## src/rtl/vga_timing_gen.sv

```systemverilog
// vga_timing_gen: VGA position counters with sync, blank and line/frame pulses.
// Every output is registered from the next counter values so it lines up with DrawX/DrawY.
module vga_timing_gen #(
    parameter int unsigned H_VISIBLE = 640,
    parameter int unsigned H_FP      = 16,
    parameter int unsigned H_SYNC    = 96,
    parameter int unsigned H_BP      = 48,
    parameter int unsigned V_VISIBLE = 480,
    parameter int unsigned V_FP      = 10,
    parameter int unsigned V_SYNC    = 2,
    parameter int unsigned V_BP      = 33
) (
    input  logic       vga_clk,
    input  logic       reset,
    input  logic       pix_en,
    output logic       hs,
    output logic       vs,
    output logic       blank,
    output logic [9:0] DrawX,
    output logic [9:0] DrawY,
    output logic       frame_start,
    output logic       line_start
);
    localparam int unsigned H_TOTAL = H_VISIBLE + H_FP + H_SYNC + H_BP;
    localparam int unsigned V_TOTAL = V_VISIBLE + V_FP + V_SYNC + V_BP;
    localparam logic [9:0]  H_LAST  = 10'(H_TOTAL - 1);
    localparam logic [9:0]  V_LAST  = 10'(V_TOTAL - 1);
    // 11-bit bounds so a sync end of exactly 1024 does not wrap to 0
    localparam logic [10:0] H_VIS   = 11'(H_VISIBLE);
    localparam logic [10:0] V_VIS   = 11'(V_VISIBLE);
    localparam logic [10:0] HS_BEG  = 11'(H_VISIBLE + H_FP);
    localparam logic [10:0] HS_END  = 11'(H_VISIBLE + H_FP + H_SYNC);
    localparam logic [10:0] VS_BEG  = 11'(V_VISIBLE + V_FP);
    localparam logic [10:0] VS_END  = 11'(V_VISIBLE + V_FP + V_SYNC);

    logic [9:0]  r_hc, r_vc;
    logic        r_hs, r_vs, r_blank, r_frame_start, r_line_start;
    logic [9:0]  w_hc_nxt, w_vc_nxt;
    logic [10:0] w_hx, w_vx;
    logic        w_h_wrap, w_hs_nxt, w_vs_nxt, w_blank_nxt;

    always_comb begin
        // >= keeps any out-of-range count from escaping the legal range
        w_h_wrap    = r_hc >= H_LAST;
        w_hc_nxt    = w_h_wrap ? 10'd0 : r_hc + 10'd1;
        w_vc_nxt    = !w_h_wrap ? r_vc : (r_vc >= V_LAST) ? 10'd0 : r_vc + 10'd1;
        w_hx        = {1'b0, w_hc_nxt};
        w_vx        = {1'b0, w_vc_nxt};
        w_hs_nxt    = !(w_hx >= HS_BEG && w_hx < HS_END);
        w_vs_nxt    = !(w_vx >= VS_BEG && w_vx < VS_END);
        w_blank_nxt = (w_hx < H_VIS) && (w_vx < V_VIS);
    end

    always_ff @(posedge vga_clk or posedge reset) begin
        if (reset) begin
            r_hc          <= H_LAST;
            r_vc          <= V_LAST;
            r_hs          <= 1'b1;
            r_vs          <= 1'b1;
            r_blank       <= 1'b0;
            r_frame_start <= 1'b0;
            r_line_start  <= 1'b0;
        end else if (pix_en) begin
            r_hc          <= w_hc_nxt;
            r_vc          <= w_vc_nxt;
            r_hs          <= w_hs_nxt;
            r_vs          <= w_vs_nxt;
            r_blank       <= w_blank_nxt;
            r_frame_start <= (w_hc_nxt == 10'd0) && (w_vc_nxt == 10'd0);
            r_line_start  <= w_hc_nxt == 10'd0;
        end
    end

    assign DrawX       = r_hc;
    assign DrawY       = r_vc;
    assign hs          = r_hs;
    assign vs          = r_vs;
    assign blank       = r_blank;
    assign frame_start = r_frame_start;
    assign line_start  = r_line_start;
endmodule

```

## config.mk

```make
export PLATFORM = sky130hd
export DESIGN_NAME = vga_timing_gen
export DESIGN_NICKNAME = d
export VERILOG_FILES = /design/src/rtl/vga_timing_gen.sv
export SDC_FILE = /design/constraint.sdc
export NUM_CORES = 1
export LEC_CHECK = 0
export ABC_AREA = 1
export BUFFER_PORTS_ARGS = -buffer_cell sky130_fd_sc_hd__buf_2
export CAP_MARGIN = 20
export CORE_MARGIN = 5
export CORE_UTILIZATION = 40
export DETAILED_ROUTE_END_ITERATION = 12
export PLACE_DENSITY = 0.59
export SLEW_MARGIN = 25
export SYNTH_ARGS = -nofsm -noshare
export SYNTH_HDL_FRONTEND = slang
export SYNTH_SLANG_ARGS = --single-unit
```

## constraint.sdc

```tcl
create_clock -name vga_clk -period 2.4 [get_ports vga_clk]
set_input_delay 0.48 -clock vga_clk [delete_from_list [all_inputs] [get_ports vga_clk]]
set_output_delay 0.48 -clock vga_clk [all_outputs]
set_load 0.1 [all_outputs]
```

==> impl_metrics.json <==
{
  "outcome": "complete, no violations",
  "track_usage": 0.1633,
  "power_density_mw_per_mm2": 1186,
  "synth_most_common_cell": "nand2_1",
  "p_switching_mw": 1.515,
  "design.core.area_mm2": 0.004444,
  "clock_skew_ns": 0.001932,
  "pwr-share-clk": 0.103,
  "drcViolationCount": 0,
  "switching_share": 0.6110,
  "synthCells": 285,
  "slew_violations": 0,
  "power_frac_seq": 0.293,
  "crit_type": "reg -> reg",
  "ant_nets": 0,
  "tns_ns": 0,
  "critPathMaxFanout": 10,
  "syn_nets": 291,
  "cts.clk_slew.worst_paths_ns": 0.09,
  "ys.flop_type": "dfrtp_1",
  "drive_gt1_frac": 0.2083,
  "cp.required_ns": 2.61,
  "dp_hpwl_um": 3592,
  "critPathArrivalTime_ns": 2.25,
  "synthesis.area_mm2": 0.001858,
  "io_buffers": 27,
  "synth-edff-count": 0,
  "grt_max_degree": 28,
  "antenna_found_initial": 0,
  "end_kind": "flip-flop",
  "start_kind": "flip-flop",
  "finalSetupViolCount": 0,
  "num_antenna_cells": 0,
  "syn2layout_area_growth_pct": 12.53,
  "cts.sinks": 25,
  "p_leak_nw": 1.081,
  "synth-async-reset-ratio": 1.000,
  "gp_congestion": 0.8877,
  "num_vias": 1864,
  "drt-initial-drc-count": 147,
  "internal_power_mw": 0.9645,
  "p_comb_frac": 0.604,
  "clk_path_buf_depth": 2,
  "rows": 24,
  "maxSlewHeadroom": 0.4364,
  "dieArea_mm2": 0.006108,
  "finalHoldViolations": 0,
  "wirelength_um": 4665,
  "fin_nets": 319,
  "vias_per_cell": 5.121,
  "htree_num_levels": 1,
  "cts_setup_buffers": 0,
  "cts_tree": "built",
  "ys_top_cells_by_count": "97 x nand2_1, 35 x nor2_1, 34 x nand3_1",
  "peakVddDrop_uv": 557.6,
  "max_cap_viol_count": 0,
  "synth_top_area_frac": 0.1960,
  "io_pins": 28,
  "clk_latency_ns": 0.27,
  "cts_buffers": 3,
  "yosys-top-cells-area": "nand2_1 20%, dfrtp_1 18%, dfstp_2 17%",
  "overflow": 0,
  "fp.dieH_um": 78.16,
  "die_w_um": 78.16,
  "synth.avg_cell_area_um2": 6.519,
  "ys_seq_area_frac": 0.3448,
  "fin_crit_ns": 2.048,
  "max_slew.worst_pin.slew_ns": 0.8445,
  "dpl-instance-area_mm2": 0.002044,
  "cts-root-buf": "clkbuf_8",
  "max_freq_mhz": 488.4,
  "fin_crit_sh": 0.8531,
  "ys_seq_elements": 25,
  "grt_first_pass_wirelength_um": 8176,
  "ys_types": 28,
  "grt_pass1_vias": 1719,
  "avgRoutedWirePerCell_um": 12.82,
  "synth_top_cell_by_area": "nand2_1",
  "rsz0062_at_grt": "no",
  "initial_core_util": 0.4181,
  "r2r_cells": 11,
  "firstDrtPassIters": 4,
  "min_path_type": "in -> async",
  "yosys_warnings": 0,
  "holdBufCountCts": 0,
  "cts_resized": 0,
  "final_cell_area_mm2": 0.002091
}
[routing by layer]
metal	up-vias	part of all wire	GRT usage
met3	8	0.045	0.02975
li1	969	-	-
met5	-	0	0
met2	43	0.41	0.2534
met1	844	0.53	0.2374
met4	0	0.012	0.03497
[through the flow]
step / power (mW) / cells / hold slack [ns] / utilization / setup slack (ns)
6_report: 2.479 / 364 / 0.3643 / 0.4704 / 0.3525
5_1_grt: 2.639 / 364 / 0.4452 / 0.4704 / 0.1401
4_1_cts: 2.493 / 364 / 0.3933 / 0.4704 / 0.3422
3_5_place_dp: 2.232 / 360 / 0.4620 / 0.4600 / 0.3630
3_3_place_gp: 2.243 / 360 / 0.4759 / 0.4600 / 0.3549
2_1_floorplan: 1.971 / 285 / 0.4984 / - / 0.1317
[flip-flops by register name, indices dropped and copies added (netlist names)]
name / cells
vs: 1
line_start: 1
DrawY: 10
hs: 1
DrawX: 10
frame_start: 1
blank: 1
[cell families after synthesis]
kind of cell               Yosys count  synth area share
adders and majority gates            3           0.02020
and+or+nand+nor                    189            0.4586
AOI/OAI and AO/OA                   29           0.08282
buffers and inverters               38           0.08888
DFF                                 25            0.3448
xor gates and xnor gates             1          0.004715
[critical path, stage by stage, from the launching register on]
cell and delay [ns]:
dfstp_2 0.57, ha_1 0.22, nand2_4 0.10, nor2_4 0.14, nor2_1 0.06, nor2_2 0.16, buf_4 0.21, nand3_1 0.08
nand2_1 0.13, nand2_1 0.08, nor3_2 0.15, a21oi_1 0.08
[path summary, 6_finish.rpt]
check	startpoint	slack, ns	end
max	DrawX[0]	0.35	vs
min	reset	0.36	DrawX[7]
max reg2reg	DrawX[0]	0.35	vs
min reg2reg	line_start	0.49	line_start
max in group asynchronous	reset	1.37	vs
min in group vga_clk	line_start	0.49	line_start
[layout by cell type, fill, tap and decap left out, types with 2 or more instances in the layout]
cell	instances
dfrtp_1	13
o21ai_0	21
nand3_1	34
nand2_4	4
nand4_1	7
nand2_1	97
buf_4	5
nor2_2	4
inv_1	27
o21a_1	2
buf_2	27
nand3_2	4
clkbuf_8	3
a21oi_1	3
dfstp_2	12
ha_1	3
nor2_1	35
[power groups by stage]
stage          sequential, mW  combinational (mW)  clock, mW
6_report                0.728                1.50      0.254
4_1_cts                 0.728                1.50      0.265
5_1_grt                 0.755                1.61      0.279
3_3_place_gp            0.732                1.51          0
3_5_place_dp            0.734                1.50          0
2_1_floorplan            1.46               0.514          0
[final cells by class]
class	instances	area [µm²]
clock buffer	3	41.29
clock inverter	1	5.005
fill	463	2354
inverter	29	113.9
multi-input combinational	222	1052
sequential	25	640.6
tap	52	65.06
timing repair buffer	32	172.7
No activity file was read; power rests on OpenSTA's default activity.
